## src/rtl/mgmt_sram_arbiter.sv

```systemverilog
// mgmt_sram_arbiter: shares the single-port management SRAM (1-cycle read
// latency) between the CPU Wishbone slave port and the housekeeping
// read-only port. Round-robin arbitration, one access in flight at a time.
// Optional write protection of words below WPROT_TOP is enabled by defining
// MGMT_SRAM_ARB_WPROT_EN; without it wprot_viol is tied low.
module mgmt_sram_arbiter #(
  parameter int              AW        = 8,
  parameter int              DW        = 32,
  parameter logic [AW-1:0]   WPROT_TOP = 8'h10
) (
  input  logic              core_clk,
  input  logic              core_rst,
  input  logic              wb_cyc_i,
  input  logic              wb_stb_i,
  input  logic              wb_we_i,
  input  logic [DW/8-1:0]   wb_sel_i,
  input  logic [31:0]       wb_adr_i,
  input  logic [DW-1:0]     wb_dat_i,
  output logic              wb_ack_o,
  output logic [DW-1:0]     wb_dat_o,
  input  logic              hk_ro_req,
  input  logic [AW-1:0]     hk_ro_addr,
  output logic              hk_ro_ack,
  output logic [DW-1:0]     hk_ro_data,
  output logic              mem_ena,
  output logic [DW/8-1:0]   mem_wen,
  output logic [AW-1:0]     mem_addr,
  output logic [DW-1:0]     mem_wdata,
  input  logic [DW-1:0]     mem_rdata,
  output logic              wprot_viol
);

  localparam logic [1:0] S_IDLE    = 2'd0;
  localparam logic [1:0] S_ACCESS  = 2'd1;
  localparam logic [1:0] S_CAPTURE = 2'd2;
  localparam logic [1:0] S_ACK     = 2'd3;

  localparam logic RR_WB = 1'b0;
  localparam logic RR_HK = 1'b1;

`ifdef MGMT_SRAM_ARB_WPROT_EN
  localparam logic WPROT_ON = 1'b1;
`else
  localparam logic WPROT_ON = 1'b0;
`endif

  logic [1:0]    state;
  logic          rr_ptr;
  logic          gnt_hk;
  logic          gnt_wr;
  logic          wb_req;
  logic          pick_hk;
  logic          prot_hit;
  logic [AW-1:0] wb_word;
  logic          unused_adr;

  assign wb_req     = wb_cyc_i & wb_stb_i;
  assign wb_word    = wb_adr_i[AW+1:2];
  assign unused_adr = ^{wb_adr_i[31:AW+2], wb_adr_i[1:0]};
  assign prot_hit   = WPROT_ON & (wb_word < WPROT_TOP);

  // Arbitration: a lone requester wins; on contention the side rr_ptr does not name wins.
  always_comb begin
    pick_hk = hk_ro_req & (~wb_req | (rr_ptr == RR_WB));
  end

  // Access sequencer: IDLE grant -> ACCESS -> (CAPTURE on reads) -> ACK -> IDLE.
  always_ff @(posedge core_clk) begin
    if (core_rst) begin
      state      <= S_IDLE;
      rr_ptr     <= RR_WB;
      gnt_hk     <= 1'b0;
      gnt_wr     <= 1'b0;
      wb_ack_o   <= 1'b0;
      wb_dat_o   <= '0;
      hk_ro_ack  <= 1'b0;
      hk_ro_data <= '0;
      mem_ena    <= 1'b0;
      mem_wen    <= '0;
      mem_addr   <= '0;
      mem_wdata  <= '0;
`ifdef MGMT_SRAM_ARB_WPROT_EN
      wprot_viol <= 1'b0;
`endif
    end else begin
      wb_ack_o  <= 1'b0;
      hk_ro_ack <= 1'b0;
      case (state)
        S_IDLE: begin
          if (wb_req | hk_ro_req) begin
            state   <= S_ACCESS;
            mem_ena <= 1'b1;
            gnt_hk  <= pick_hk;
            rr_ptr  <= pick_hk ? RR_HK : RR_WB;
            if (pick_hk) begin
              mem_addr  <= hk_ro_addr;
              mem_wdata <= '0;
              mem_wen   <= '0;
              gnt_wr    <= 1'b0;
            end else begin
              mem_addr  <= wb_word;
              mem_wdata <= wb_dat_i;
              gnt_wr    <= wb_we_i;
              // A protected write still runs the full write timing, with no lanes enabled.
              mem_wen   <= (wb_we_i && !prot_hit) ? wb_sel_i : '0;
`ifdef MGMT_SRAM_ARB_WPROT_EN
              if (wb_we_i && prot_hit) wprot_viol <= 1'b1;
`endif
            end
          end
        end
        S_ACCESS: begin
          mem_ena <= 1'b0;
          mem_wen <= '0;
          if (gnt_wr) begin
            state    <= S_ACK;
            wb_ack_o <= 1'b1;
          end else begin
            state <= S_CAPTURE;
          end
        end
        S_CAPTURE: begin
          state <= S_ACK;
          if (gnt_hk) begin
            hk_ro_data <= mem_rdata;
            hk_ro_ack  <= 1'b1;
          end else begin
            wb_dat_o <= mem_rdata;
            wb_ack_o <= 1'b1;
          end
        end
        default: begin
          state <= S_IDLE;
        end
      endcase
    end
  end

`ifndef MGMT_SRAM_ARB_WPROT_EN
  assign wprot_viol = 1'b0;
`endif

endmodule

```

## config.mk

```make
export PLATFORM = sky130hd
export DESIGN_NAME = mgmt_sram_arbiter
export DESIGN_NICKNAME = d
export VERILOG_FILES = /design/src/rtl/mgmt_sram_arbiter.sv
export SDC_FILE = /design/constraint.sdc
export NUM_CORES = 1
export LEC_CHECK = 0
export ABC_AREA = 1
export BUFFER_PORTS_ARGS = -buffer_cell sky130_fd_sc_hd__buf_2
export CAP_MARGIN = 20
export CORE_ASPECT_RATIO = 2
export CORE_MARGIN = 2
export CORE_UTILIZATION = 40
export DETAILED_ROUTE_END_ITERATION = 6
export GPL_TIMING_DRIVEN = 0
export HOLD_SLACK_MARGIN = 0.06
export PLACE_DENSITY = 0.75
export SETUP_SLACK_MARGIN = 0.15
export SKIP_CTS_REPAIR_TIMING = 1
export SYNTH_ARGS = -nofsm -noshare
export SYNTH_HDL_FRONTEND = slang
export SYNTH_SLANG_ARGS = --single-unit
```

## constraint.sdc

```tcl
create_clock -name core_clk -period 1.36 [get_ports core_clk]
set_clock_uncertainty 0.2 [all_clocks]
set_input_delay 0.068 -clock core_clk [delete_from_list [all_inputs] [get_ports core_clk]]
set_output_delay 0.068 -clock core_clk [all_outputs]
set_load 0.03 [all_outputs]
```

======== Word level (Yosys, flattened, before mapping) ========
Index checks and enable logic that the tools add are counted.
storage, ports and cells
  register bits after elaboration ......... 116
  bits in latches ......................... 0
  bits in writable memories ............... 0
  ROM bits ................................ 0
  bits of input ports ..................... 114
  output and inout port bits .............. 112
  word-level logic and storage cells ...... 47
  memories ................................ 0
operators by class
  add/sub/neg operators ................... 0
  $mul .................................... 0
  div/mod/pow operators ................... 0
  order comparisons ....................... 0
  eq/ne operators ......................... 3
  shift operators ......................... 0
  multiplexer cells ....................... 17
  bitwise logic cells ..................... 8
  reduce and logical (&&, ||, !) cells .... 7
operators with widths
  kind                                                              number
  32-bit two-way mux                                                1
  4-bit two-way mux                                                 3
  8-bit two-way mux                                                 1
  4-bit case mux with 2 select lines                                1
  2-bit AND reduction                                               4
  1-bit two-way mux                                                 7
  2-bit case mux with 3 select lines                                1
  1-bit inverter                                                    4
  1-bit case mux with 2 select lines                                2
  1-bit AND                                                         2
  2-bit by 1-bit == test with 1-bit output (second input constant)  1
  2-bit == test (second input constant)                             1
  2-bit logical NOT                                                 1
  2-bit two-way mux                                                 1
  2-bit != test (second input constant)                             1
  1-bit OR                                                          2
  2-bit nonzero test                                                1
  2-bit OR reduction                                                1

======== Longest topological paths before layout ========
Gate-level depths: netlist (run 1).
  depth in word-level cells ............... 7
  depth in mapped cells ................... 9
  depth with buffers taken out ............ 8

======== Worst setup path after synthesis (run 1) ========
No wires, ideal clock.
  kind .................................... reg-to-reg
  start point ............................. reg state[0]
  end point ............................... reg wb_dat_o[0]
  data arrival time ....................... 1.175 ns
  slack ................................... -0.131 ns
  cell stages (with the launch flop) ...... 9
  clock period less this slack ............ 1.491 ns
  path through ............................ dfxtp_1 -> inv_1 -> ha_1 -> inv_1 -> nor2_1 -> inv_2 -> buf_2 -> nor2_1 -> nor2_1
between the ends
  longest elaborated chain between the ends .. 2
ends and longest elaborated chain
  what                           line  RTL
  start, declared                47    logic [1:0] state;
  start signal, assigned         70    state <= S_IDLE;
  start signal, assigned         91    state <= S_ACCESS;
  start signal, assigned         116   state <= S_ACK;
  2-bit == test                  88    case (state)
  2-bit AND reduction (no line)  n/a
  end signal, assigned           128   wb_dat_o <= mem_rdata;
  end, declared                  20    output logic [DW-1:0] wb_dat_o,
No other way between the ends.
A chain may end at the register's enable or synchronous reset.

======== Worst setup path in the final report (run 1) ========
  start point ............................. reg state[1]
  end point ............................... reg mem_wdata[29]
between the ends
  longest elaborated chain between the ends .. 2
ends and longest elaborated chain
  what                           line  RTL
  2-bit logical NOT              88
  2-bit AND reduction (no line)  n/a
  end signal, assigned           102   mem_wdata <= wb_dat_i;
  end, declared                  28    output logic [DW-1:0] mem_wdata,
No other way between the ends.

==> impl_metrics.tcl, run 1 <==
set metrics [dict create \
    status "finished with violations" \
    violations "negative hold slack, negative setup slack" \
    fin_nets 997 \
    yosysUniqueCellTypes 19 \
    yosys-top-cells-count "191 x nor2_1, 115 x dfxtp_1, 99 x o21ai_0" \
    grt_pass1_vias 4462 \
    place_ws_ns -0.282 \
    reg2reg_from "state[1]" \
    clk_pin_slew_ns 0.05 \
    p_leak_nw 3.58 \
    routed-wl-met3_um 842 \
    regArea_mm2 0.00230 \
    internal_power_mw 9.78 \
    core-area_mm2 0.0105 \
    route.detailed.drc 0 \
    cpMaxStageDelayCell "dfxtp_2" \
    ys_seq_area_share_pct 53.2 \
    rr_endpoint "mem_wdata[29]" \
    fin_crit_sh_pct 118 \
    drtIter0Drc 186 \
    timing.final.hold_violations 5 \
    clock_path_buffers 2 \
    start_util_pct 41.0 \
    vias 5066 \
    worstPathRequired_ns 1.46 \
    powerDensity_mw_per_mm2 2180 \
    report.power.total_mw 16.4 \
    setup_slack_ns -0.249 \
    post-route-min-period_ns 1.61 \
    arrival_ns 1.70 \
    drt-total-wl_um 15600 \
    vias_per_cell 4.92 \
    rows 53 \
    antenna_found_initial 0 \
    synth_top_area_cell "dfxtp_1" \
    syn_area_mm2 0.00433 \
    synth_most_common_cell "nor2_1" \
    rsz0062_at_grt "yes" \
    die_w_um 77.5 \
    wl_met2_um 8730 \
    min_path_type "in -> reg" \
    htreeDepth 4 \
    ys.flop_type "dfxtp_1" \
    crit_buf_inv 5 \
    portBuffers 199 \
    reg2reg_depth 9 \
    postSynthCellCount 567 \
    numCtsBuffers 17 \
    dr.pass1.iters 5 \
    ys_warn_count 0 \
    clockPowerShare_pct 26.5 \
    whs_path_depth 4 \
    die_h_um 151 \
    netSwitchingFraction_pct 40.5 \
    fillCellCount 778 \
    ys_ff_latch 115 \
    synth_edf_count 0 \
    gp_congestion 0.823 \
    final_antenna_net_count 0 \
    crit_type "reg -> reg" \
    m1WireLength_um 5400 \
    place_hpwl_um 9900 \
    drive_gt1_share_pct 37.8 \
    switchingPower_mw 6.66 \
    finalMaxSlewViolations 0 \
    grt_util_all_layers_pct 22.0 \
    syn_avg_cell_area_um2 7.63 \
    wl_per_cell_um 15.1 \
    start_kind "flip-flop" \
    root_buffer "clkbuf_16" \
    die_area_mm2 0.0117 \
    rrSetupSlack_ns -0.25 \
    seq_power_share_pct 29.7 \
    comb_power_share_pct 43.8 \
    path_delay_family "buffers and inverters" \
    grt_pass1_wl_um 20500 \
    synth_top_cell_area_share_pct 53.2 \
    hold_start "hk_ro_req" \
    fmax_mhz 622 \
    whs_ns -0.0407 \
    cts_tree "done" \
    multi_input_area_mm2 0.00196 \
    pin_count 226 \
    hold_path_end "state[0]" \
    grt_overflow_total 0 \
    critPathMaxFanout 6 \
    clock_latency_ns 0.40 \
    setup_viol 112 \
    drv_cap 0 \
    ys_top_cells_by_area "dfxtp_1 53%, nor2_1 17%, o21ai_0 11%" \
    routed.top_layer "met4" \
    grt_max_degree 17 \
    synth_async_sr_flop_share_pct 0 \
    cpPeakStageDelay_ns 0.34 \
    synth_nets 685 \
    irDropWorstVdd_uv 1530 \
    end_kind "flip-flop" \
    crit_chain "inv_2, ha_4, inv_4, a21oi_4, buf_6, inv_8, clkbuf_16, a21oi_2, nor2_1" \
    cts_sinks 115 \
    area_delta_synth_final_pct 74.1 \
]
## cell usage in the layout, fill, tap and decap left out, types with 4 or more instances in the layout
cell type      count
nor2_1           173
o21ai_1           15
inv_1             14
dfxtp_1          113
buf_2            177
buf_4             19
a21oi_2           30
nand3_1           13
a21boi_0           4
clkinvlp_4         4
buf_6             28
o21ai_0           84
a21oi_1            5
dlygate4sd3_1     86
clkbuf_16         19
nor2_2            17
nand2_1           34
inv_2              6
clkbuf_1          10
## cell type report
cell class	count	area share (%)
flip-flops and latches	115	30.6
plain buffers	37	4.23
inverters	24	1.39
well taps	137	2.27
multi-input cells	391	26.0
repair buffers	293	27.7
clock buffers	18	5.70
diodes	1	0.0332
clock inverters	14	2.06
## how the worst max path moves through the flow
| stage | from | to | slack [ns] | cells past startpoint |
|---|---|---|---|---|
| finish | state[1] | mem_wdata[29] | -0.25 | 9 |
| global route | state[0] | wb_dat_o[21] | -0.30 | 7 |
| CTS | state[1] | mem_wdata[12] | -0.29 | 8 |
| detailed placement | state[1] | mem_wdata[12] | -0.28 | 8 |
| global placement | state[1] | mem_wdata[10] | -0.23 | 8 |
| floorplan | state[1] | mem_wdata[10] | -0.04 | 8 |
## kinds of logic after synthesis
logic type / synth area share, %
and+or+nand+nor: 21.5
DFF: 53.2
adders and majority gates: 1.16
other: 0.0867
AOI/OAI and AO/OA: 17.2
buffers and inverters: 6.82
## per-layer routing
metal	global-route usage, %	vias up
li1	-	2456
met1	21.2	2322
met2	43.5	232
met3	5.07	56
met4	9.20	0
met5	0	-
## tightest hold or removal path: cells and delay by family
family                 cells  cell delay (ns)
AOI/OAI and AO/OA          1             0.09
buffers and inverters      2             0.18
and+or+nand+nor            1             0.17
## registers in the layout, summed over array words and instances (netlist names)
name        flops
hk_ro_data     32
mem_wdata      32
wb_dat_o       32
mem_addr        8
mem_wen         4
state           2
gnt_wr          1
hk_ro_ack       1
mem_ena         1
rr_ptr          1
wb_ack_o        1
## stage by stage
step / utilization [%] / instances / hold WS [ns] / TNS [ns] / instance area (um2)
after floorplan: - / 567 / -0.000675 / -2.65 / 4490
after global placement: 53.6 / 903 / 0.0997 / -17.60 / 5650
after detailed placement: 53.6 / 903 / 0.106 / -21.26 / 5650
after CTS: 59.2 / 935 / -0.316 / -22.33 / 6240
after global routing: 71.4 / 1029 / 0.00284 / -26.68 / 7530
final: 71.5 / 1030 / -0.0407 / -18.63 / 7530
## power groups by stage
stage               clock network, mW  registers (mW)  logic (mW)
floorplan                           0            6.53        2.43
global route                     4.56            4.97        7.73
CTS                              4.41            4.79        5.87
finish                           4.36            4.88        7.20
detailed placement                  0            4.85        5.85
global placement                    0            4.80        5.71
(Power assumes the default switching activity.)
==> run 2: changes to the inputs <==
CORE_UTILIZATION = 35   (was 40)
PLACE_DENSITY = 0.67   (was 0.75)
==> run 2 against run 1 <==
Critical path type unchanged. Die area is 14% higher. Power is 1.9% lower. Critical endpoint is now wb_dat_o[15]. Highest routed layer unchanged. Maximum frequency is 3.8% lower. Routed wire length decreased by 5.6%. Hold slack gained 0.025 ns. Cell count up 0.87%. Utilization decreased by 9.9 points. Global-route usage shrank 2.3 points. The flow still finishes with violations (negative hold slack, negative setup slack). Worst setup slack got worse by 0.064 ns. Sequential share of layout area grew 0.39 points. Count of clock-buffer cells in the layout grew 1.
==> impl_metrics.tcl, run 2 (synthesized netlist as in run 1, its figures left out) <==
set metrics [dict create \
    fmax_mhz 598 \
    pin_count 226 \
    grt_max_degree 17 \
    post-route-min-period_ns 1.67 \
    drt-total-wl_um 14700 \
    fin_crit_sh_pct 123 \
    portBuffers 199 \
    vias_per_cell 4.71 \
    worstPathRequired_ns 1.45 \
    place_hpwl_um 9940 \
    critPathMaxFanout 10 \
    drive_gt1_share_pct 36.9 \
    clock_latency_ns 0.40 \
    mostFrequentLayoutCells "190 x buf_2, 183 x nor2_1, 112 x dfxtp_1, 86 x dlygate4sd3_1, 84 x o21ai_0" \
    setup_viol 112 \
    grt_overflow_total 0 \
    irDropWorstVdd_uv 1240 \
    start_util_pct 35.7 \
    grt_pass1_vias 4228 \
    clk_pin_slew_ns 0.06 \
    regArea_mm2 0.00231 \
    setup_slack_ns -0.313 \
    final_antenna_net_count 0 \
    die_h_um 161 \
    vias 4891 \
    grt_util_all_layers_pct 19.7 \
    arrival_ns 1.76 \
    antenna_found_initial 0 \
    whs_path_depth 6 \
    area_delta_synth_final_pct 72.4 \
    whs_ns -0.0159 \
    gp_congestion 0.774 \
    root_buffer "clkbuf_16" \
    largest_registers "hk_ro_data (32), mem_wdata (32), wb_dat_o (32)" \
    rsz0062_at_grt "yes" \
    timing.final.hold_violations 6 \
    htreeDepth 4 \
    powerDensity_mw_per_mm2 2160 \
    crit_type "reg -> reg" \
    core-area_mm2 0.0121 \
    cts_sinks 115 \
    cts_tree "done" \
    fin_nets 997 \
    fillCellCount 1059 \
    drv_cap 0 \
    report.power.total_mw 16.1 \
    final_util_pct 61.5 \
    route.detailed.drc 0 \
    finalMaxSlewViolations 0 \
    end_kind "flip-flop" \
    dpl_cell_area_mm2 0.00567 \
    p_leak_nw 3.57 \
    start_kind "flip-flop" \
    grt_pass1_wl_um 20200 \
    rows 57 \
    clock_path_buffers 2 \
    n_antenna_cell 0 \
    violations "negative hold slack, negative setup slack" \
    place_ws_ns -0.275 \
    min_path_type "in -> reg" \
    tns_ns -21.35 \
    status "finished with violations" \
    mostFrequentLayoutCell "buf_2" \
    die_w_um 82.6 \
    numCtsBuffers 17 \
    multi_input_area_mm2 0.00194 \
    reg2reg_depth 8 \
    wl_per_cell_um 14.2 \
    drtIter0Drc 140 \
    postLayoutCellArea_mm2 0.00746 \
    die_area_mm2 0.0133 \
    dr.pass1.iters 5 \
]
-- run 2: changes by cell type in the layout (fill, tap and decap cells not counted), moves of 3 or more --
cell,change
buf_2,+13
inv_4,+4
buf_4,-7
nor2_1,+10
buf_8,-3
nor2_2,-10
buf_6,+3
-- run 2: metrics by stage --
step | hold WS [ns] | instances
global placement | 0.0982 | 913
detailed placement | 0.107 | 913
CTS | -0.319 | 945
floorplan | -0.000675 | 567
global route | 0.00188 | 1039
finish | -0.0159 | 1039
-- run 2: area by class of cell --
cell class | count | share of cell area, %
tap | 147 | 2.47
buffer | 37 | 3.82
clock inverter | 13 | 2.35
clock buffer | 19 | 5.80
timing repair buffer | 293 | 27.1
inverter | 24 | 1.44
sequential | 115 | 31.0
multi-input combinational | 391 | 26.0
-- run 2: final timing paths --
kind	from	to	slack, ns
max	state[0]	wb_dat_o[15]	-0.31
min	hk_ro_req	mem_wen[3]	-0.02
max reg2reg	state[0]	wb_dat_o[15]	-0.31
min reg2reg	hk_ro_data[2]	hk_ro_data[2]	0.27
-- run 2: metal layers --
metal | vias up | GRT usage, % | part of all wire [%]
li1 | 2451 | - | -
met1 | 2236 | 18.9 | 35
met2 | 168 | 37.3 | 56
met3 | 36 | 5.36 | 5.2
met4 | 0 | 8.12 | 3.3
met5 | - | 0 | 0
-- run 2: report_power, final --
part           switching (mW)  internal (mW)
Sequential              0.499           4.33
Clock                    1.65           2.91
Combinational            4.34           2.39
Total                    6.49           9.63
-- run 2: worst max-delay path, stage by stage (launching register included) --
cell     delay, ns
dfxtp_4       0.37
inv_4         0.07
ha_2          0.21
inv_2         0.06
nor2_4        0.23
inv_4         0.09
buf_6         0.15
nor2_1        0.11
nor2_1        0.06
==> run 3: changes to the inputs <==
CORE_ASPECT_RATIO = not set   (was 2)
==> run 3 against run 2 <==
The flow still finishes with violations (negative hold slack, negative setup slack). Maximum frequency rose by 2.5%. Critical path depth stayed put. Sequential power increased by 4%. Sequential share of layout area shrank 2.2 points. First-iteration DRC count rose by 92%. Via count is 1.9% higher. Worst setup slack better by 0.041 ns. Hold slack worse by 0.26 ns. Largest cell class is now non-clock buffers. Highest routed layer unchanged.
==> impl_metrics.tcl, run 3 (synthesized netlist as in run 1, its figures left out) <==
set metrics [dict create \
    mostFrequentLayoutCell "nor2_1" \
    vias_per_cell 4.68 \
    grt_overflow_total 0 \
    min_path_type "in -> reg" \
    start_util_pct 35.9 \
    start_kind "flip-flop" \
    whs_ns -0.277 \
    dr.pass1.iters 4 \
    place_hpwl_um 9330 \
    antenna_found_initial 0 \
    drtIter0Drc 269 \
    final_antenna_net_count 0 \
    postLayoutCellArea_mm2 0.00813 \
    crit_type "reg -> reg" \
    grt_pass1_wl_um 20000 \
    irDropWorstVdd_uv 1150 \
    p_leak_nw 3.74 \
    n_antenna_cell 0 \
    drv_cap 0 \
    fmax_mhz 613 \
    drt-total-wl_um 16100 \
    die_h_um 115 \
    finalMaxSlewViolations 0 \
    end_kind "flip-flop" \
    vias 4984 \
    route.detailed.drc 0 \
    fin_nets 1004 \
    cts_sinks 115 \
    violations "negative hold slack, negative setup slack" \
    arrival_ns 1.73 \
    grt_util_all_layers_pct 19.4 \
    die_w_um 115 \
    tns_ns -18.01 \
    pin_count 226 \
    numCtsBuffers 17 \
    cts_tree "done" \
    worst_pin_slew_ns 0.603 \
    largest_registers "hk_ro_data (32), mem_wdata (32), wb_dat_o (32)" \
    dpl_cell_area_mm2 0.00569 \
    wl_per_cell_um 15.1 \
    htreeDepth 4 \
    final-instance-count-excl-fill 1066 \
    whs_path_depth 4 \
    area_delta_synth_final_pct 87.9 \
    fin_crit_sh_pct 120 \
    grt_max_degree 17 \
    critPathMaxFanout 10 \
    status "finished with violations" \
    worstPathRequired_ns 1.46 \
    clock_latency_ns 0.41 \
    slew_headroom_pct 59.8 \
    timing.final.hold_violations 12 \
    setup_viol 113 \
    post-route-min-period_ns 1.63 \
    rows 40 \
    mostFrequentLayoutCells "148 x nor2_1, 143 x buf_2, 92 x dfxtp_1, 75 x dlygate4sd3_1, 55 x buf_6" \
    grt_pass1_vias 4156 \
    clk_pin_slew_ns 0.05 \
    portBuffers 199 \
    clock_path_buffers 2 \
    dp_cells 934 \
    root_buffer "clkbuf_16" \
    setup_slack_ns -0.272 \
    gp_congestion 0.790 \
    core-area_mm2 0.0121 \
    report.power.total_mw 17.5 \
    powerDensity_mw_per_mm2 2150 \
    reg2reg_depth 8 \
    drive_gt1_share_pct 46.2 \
    rsz0062_at_grt "yes" \
    die_area_mm2 0.0133 \
]
-- run 3: through the flow --
stage | util [%] | setup slack (ns)
after CTS | 51.8 | -0.299
after detailed placement | 47.2 | -0.296
after global routing | 67.4 | -0.344
after floorplan | - | -0.0449
final | 67.4 | -0.272
after global placement | 47.2 | -0.284
-- run 3: where the power goes --
| part | internal [mW] | leakage, nW | switching (mW) |
|---|---|---|---|
| Clock | 2.68 | 0.274 | 1.50 |
| Sequential | 4.38 | 0.952 | 0.658 |
| Combinational | 3.54 | 2.52 | 4.76 |
-- run 3: path summary, 6_finish.rpt --
| check | end | startpoint | slack (ns) |
|---|---|---|---|
| setup / recovery | mem_wdata[8] | state[1] | -0.27 |
| setup reg to reg | mem_wdata[8] | state[1] | -0.27 |
| hold / removal | mem_addr[2] | core_rst | -0.28 |
| hold reg to reg | hk_ro_data[21] | hk_ro_data[21] | 0.28 |
-- run 3: worst max-delay path, cell delays in order (launching register included) --
cell and delay (ns):
dfxtp_4 0.38, inv_4 0.04, ha_4 0.17, inv_4 0.06, a21oi_4 0.03, buf_12 0.15, buf_4 0.17, o21ai_0 0.23
nor2_1 0.08
-- run 3: area by class of cell --
class / count / area, um2
clock inverters: 5 / 50.0
multi-input cells: 391 / 2170
plain buffers: 37 / 383
flip-flops and latches: 115 / 2340
clock buffers: 26 / 499
well taps: 168 / 210
inverters: 24 / 120
fillers: 907 / 3930
repair buffers: 300 / 2360
-- run 3: layer usage --
| layer | part of all wire, % | vias to the layer above | track usage, % | routed length (um) |
|---|---|---|---|---|
| met2 | 50 | 218 | 31.6 | 8100 |
| met5 | 0 | - | 0 | 0 |
| li1 | - | 2484 | - | - |
| met4 | 2.5 | 0 | 8.76 | 410 |
| met1 | 39 | 2245 | 23.1 | 6340 |
| met3 | 7.8 | 37 | 6.85 | 1260 |
